--- src/rtl/colparity_seq_core.sv ---
// colparity_seq_core: lane/depth sequencing counters and 5-column parity
// generator for the ColParity datapath.
//   - lane counter: 0..LANES-1 with wrap, carry-out when at LANES-1
//   - depth counter: 0..2^DEPTH_W-1 with natural wrap, carry-out at all ones
//   - column parity over a 5x5 state (bit index = 5*y + x)
// Optional build macro COLPARITY_PARITY_REG_EN: when defined, parity_out is
// registered (1-cycle latency, cleared by rst); otherwise it is combinational.
module colparity_seq_core #(
  parameter int unsigned LANES   = 25,
  parameter int unsigned DEPTH_W = 6
) (
  input  logic               clk,
  input  logic               rst,
  input  logic [24:0]        state_in,
  output logic [4:0]         parity_out,
  input  logic               lane_en,
  input  logic               lane_clr,
  output logic [4:0]         lane_cnt,
  output logic               lane_co,
  input  logic               depth_en,
  input  logic               depth_clr,
  output logic [DEPTH_W-1:0] depth_cnt,
  output logic               depth_co
);

  localparam logic [4:0] LANE_LAST = 5'(LANES - 1);

  logic [4:0] col_par;

  // Lane counter: clear has priority over enable; wraps at LANES-1.
  always_ff @(posedge clk) begin
    if (rst || lane_clr) begin
      lane_cnt <= '0;
    end else if (lane_en) begin
      if (lane_cnt == LANE_LAST) lane_cnt <= '0;
      else                       lane_cnt <= lane_cnt + 5'd1;
    end
  end

  // Depth counter: clear has priority over enable; natural binary wrap.
  always_ff @(posedge clk) begin
    if (rst || depth_clr) begin
      depth_cnt <= '0;
    end else if (depth_en) begin
      depth_cnt <= depth_cnt + DEPTH_W'(1);
    end
  end

  // Carry-outs reflect the current count only, independent of the enables.
  always_comb begin
    lane_co  = (lane_cnt == LANE_LAST);
    depth_co = &depth_cnt;
  end

  // Column parity: XOR of the five rows in each column; X/Z propagate.
  always_comb begin
    col_par = '0;
    for (int unsigned y = 0; y < 5; y++) begin
      for (int unsigned x = 0; x < 5; x++) begin
        col_par[x] = col_par[x] ^ state_in[5*y + x];
      end
    end
  end

`ifdef COLPARITY_PARITY_REG_EN
  // Registered parity: loaded every clock, cleared by rst.
  always_ff @(posedge clk) begin
    if (rst) parity_out <= '0;
    else     parity_out <= col_par;
  end
`else
  // Combinational parity: zero latency, no reset dependence.
  always_comb begin
    parity_out = col_par;
  end
`endif

endmodule

--- config.mk ---
export PLATFORM = sky130hd
export DESIGN_NAME = colparity_seq_core
export DESIGN_NICKNAME = d
export VERILOG_FILES = /design/src/rtl/colparity_seq_core.sv
export SDC_FILE = /design/constraint.sdc
export NUM_CORES = 1
export LEC_CHECK = 0
export CAP_MARGIN = 20
export CORE_MARGIN = 4
export CORE_UTILIZATION = 31
export DETAILED_ROUTE_END_ITERATION = 12
export GPL_ROUTABILITY_DRIVEN = 0
export PLACE_DENSITY_LB_ADDON = 0.25
export SLEW_MARGIN = 10
export SYNTH_ARGS = -nofsm -noshare
export SYNTH_HDL_FRONTEND = slang
export SYNTH_SLANG_ARGS = --single-unit
--- constraint.sdc ---
create_clock -name clk -period 1.3 [get_ports clk]
set_input_delay 0.26 -clock clk [delete_from_list [all_inputs] [get_ports clk]]
set_output_delay 0.26 -clock clk [all_outputs]
set_load 0.005 [all_outputs]
==> flow_metrics.tcl, run 1 <==
set metrics [dict create \
    design_area_mm2 0.00138 \
    antenna_left 0 \
    die_w_um 56.2 \
    power.density_mw_per_mm2 634 \
    finalWirelength_um 2210 \
    n_fill_cell 199 \
    min_path_type "flip-flop to flip-flop" \
    cts_buffer_depth 2 \
    crit_fanout 2 \
    dieArea_mm2 0.00316 \
    end_kind "output pin" \
    rsz0062_at_grt "true" \
    drive_gt1_share_pct 51.0 \
    rows 17 \
    coreArea_mm2 0.00221 \
    slew_headroom_pct 85.3 \
    dr.first_iter.drc_count 11 \
    grt_use_met3_pct 4.41 \
    cts_made_buffers 3 \
    maxSlewViolCount 0 \
    min_path_cells 2 \
    syn_inst 80 \
    dpl-instance-area_mm2 0.00136 \
    fin_cells 177 \
    r2r-start "lane_cnt[1]" \
    cts_max_level 1 \
    cts.sinks 11 \
    grt_pass1_vias 822 \
    grt_pass1_wl_um 3390 \
    syn_area_um2 719 \
    grt_usage_pct 13.1 \
    drt_pre_antenna_iters 4 \
    synth_cell_types 27 \
    finalSetupTns_ps -168 \
    cts_tree "yes" \
    via_per_inst 4.55 \
    drc 0 \
    yosys.area.top_type_share_pct 30.6 \
    synthTopCellsByArea "dfxtp_1 (31%), xnor2_1 (26%), ha_1 (5.2%), xor2_1 (4.9%), nor2_1 (4.2%)" \
    holdBufCountCts 0 \
    timing.final.crit_share_pct 107 \
    dp_cells 171 \
    max_freq_ghz 0.720 \
    post-route-min-period_ps 1390 \
    nets 184 \
    cap_violations 0 \
    vias 806 \
    synth_warnings 0 \
    synthesis.nets 114 \
    critical_path_required_ps 1040 \
    worstMarginPinSlew_ps 220 \
    setup_viol 2 \
    antenna_found_initial 0 \
    initial_core_util_pct 32.5 \
    overflow 0 \
    dpl_worst_slack_ps -672 \
    critPathKind "flip-flop to output pin" \
    peakVddDrop_mv 0.580 \
    min_from "depth_cnt[5]" \
    synth_top_area_cell "dfxtp_1" \
    worstHoldEndpoint "depth_cnt[5]" \
    area_growth_pct 91.3 \
    hold_viol 0 \
    skew_ps 7.55 \
    reg2reg_depth 6 \
    diodes 0 \
    ys_ff_latch 11 \
    arrival_ps 1130 \
    timing.rr.end "lane_cnt[2]" \
    r2r_slack_ps -80 \
    synth_area_per_cell_um2 8.99 \
    grt_max_degree 7 \
    ios 49 \
    portBuffers 48 \
    outcome "complete, but fails checks" \
    met2_usage_pct 24.4 \
    failed_checks "negative setup slack" \
    cts-root-buf "clkbuf_4" \
    clk_latency_ps 260 \
    dieHeight_um 56.2 \
    grtUsageMet1_pct 14.0 \
    hpwl_um 1670 \
    wl_per_cell_um 12.5 \
    clk_pin_slew_ps 70 \
    p_leak_nw 0.618 \
    setup.worst_path.start_class "flip-flop" \
    grt-busiest-layer "met2" \
    ys_seq_area_share_pct 30.6 \
    setup_ws_ps -89.0 \
]
-- layout make-up --
class	count	area, um^2	share of cell area (%)
clock buffers	4	26.3	1.91
flip-flops and latches	11	231	16.8
inverters	2	7.51	0.545
multi-input cells	64	586	42.5
repair buffers	68	490	35.6
well taps	28	35.0	2.55
-- registers in the layout, summed over array words and instances (netlist names) --
signal	count
depth_cnt	6
lane_cnt	5
-- worst max-delay path: stages, from the launching register on --
cell and delay (ps):
dfxtp_2 330, inv_2 60, ha_4 130, and4b_4 250
buf_6 100
-- where the power goes --
part           total [mW]  internal [mW]  switching, mW
logic               0.301          0.185          0.116
registers           0.345          0.342        0.00360
clock network       0.226          0.118          0.107
-- routing by layer --
metal | vias to the layer above | part of all wire [%]
met1 | 375 | 38
met3 | 2 | 5.3
met2 | 21 | 57
met5 | - | 0
li1 | 408 | -
met4 | 0 | 0.27
-- cell families after synthesis --
logic type	count (synthesis)	share of synthesized area, %
xor+xnor	25	30.4
flops	11	30.6
simple gates	26	19.3
buf+inv	5	3.30
mux	2	2.78
compound gates	8	8.35
fa+ha+maj	3	5.22
-- worst max path at each step --
stage / startpoint / slack, ps / endpoint / cells past startpoint
after floorplan: lane_cnt[0] / 20 / lane_cnt[2] / 5
after global placement: state_in[19] / -620 / parity_out[4] / 5
after detailed placement: state_in[15] / -670 / parity_out[0] / 5
after CTS: lane_cnt[1] / -90 / lane_cnt[2] / 6
after global routing: lane_cnt[1] / -140 / lane_co / 4
final: lane_cnt[1] / -90 / lane_co / 4
-- metrics by stage --
step	utilization, %	power, mW	hold slack (ps)
after floorplan	-	0.486	329
after global placement	61.4	0.686	536
after detailed placement	61.4	0.694	561
after CTS	63.2	0.890	537
after global routing	62.2	0.936	579
final	62.2	0.872	532
-- placed cells by master, fill, tap and decap left out, types with 2 or more instances in the layout --
master           netlist  final
a21boi_1               1      2
buf_2                  0     18
buf_4                  1     19
buf_6                  0      2
clkbuf_2               1      9
clkbuf_4               0      3
clkdlybuf4s15_1        0      2
clkdlybuf4s50_1        0     10
dfxtp_1               11      2
dfxtp_2                0      9
dlygate4sd2_1          0      8
ha_4                   0      3
inv_2                  0      2
mux2i_1                2      2
nand2_1                5      5
nand3_1                2      2
nand4_1                3      3
nor2_1                 8      8
or3_1                  2      2
xnor2_1               21     14
xnor2_2                0      7
xor2_1                 4      3
-- repair_timing --
item | CTS | global route
resized for setup | 117 | 25
cloned | 0 | 0
endpoints found under the setup margin | 20 | 12
pin swaps | 22 | 23
setup buffers | 1 | 1
-- synthesized netlist by cell type --
cell and count:
and4b_4 1, clkbuf_1 1, nor2_1 8, a21boi_1 1
xnor2_1 21, a21oi_1 1, nand2_1 5, xor2_1 4
ha_1 3, a2111oi_2 1, or3_1 2, mux2i_1 2
dfxtp_1 11, clkbuf_2 1, or2_2 1, and4b_1 1
nor3b_1 1, buf_4 1, a21boi_0 1, inv_1 2
nor2b_1 1, o21ai_0 2, o211ai_1 1, nand3_1 2
nor3_1 1, nand4_1 3, o21a_1 1
Note: power is estimated with default switching activity, not from simulation.
==> run 2, diff against run 1 <==
--- a/config.mk
+++ b/config.mk
@@ -8,6 +8,7 @@
 export CAP_MARGIN = 20
 export CORE_MARGIN = 4
 export CORE_UTILIZATION = 31
+export CTS_CLUSTER_SIZE = 20
 export DETAILED_ROUTE_END_ITERATION = 12
 export GPL_ROUTABILITY_DRIVEN = 0
 export PLACE_DENSITY_LB_ADDON = 0.25
==> results of run 2 <==
The final DEF is identical to that of run 1; final timing and power are the same.
==> run 3, diff against run 2 <==
--- a/config.mk
+++ b/config.mk
@@ -8,7 +8,6 @@
 export CAP_MARGIN = 20
 export CORE_MARGIN = 4
 export CORE_UTILIZATION = 31
-export CTS_CLUSTER_SIZE = 20
 export DETAILED_ROUTE_END_ITERATION = 12
 export GPL_ROUTABILITY_DRIVEN = 0
 export PLACE_DENSITY_LB_ADDON = 0.25
==> results of run 3 <==
The final DEF is identical to that of run 1; final timing and power are the same.
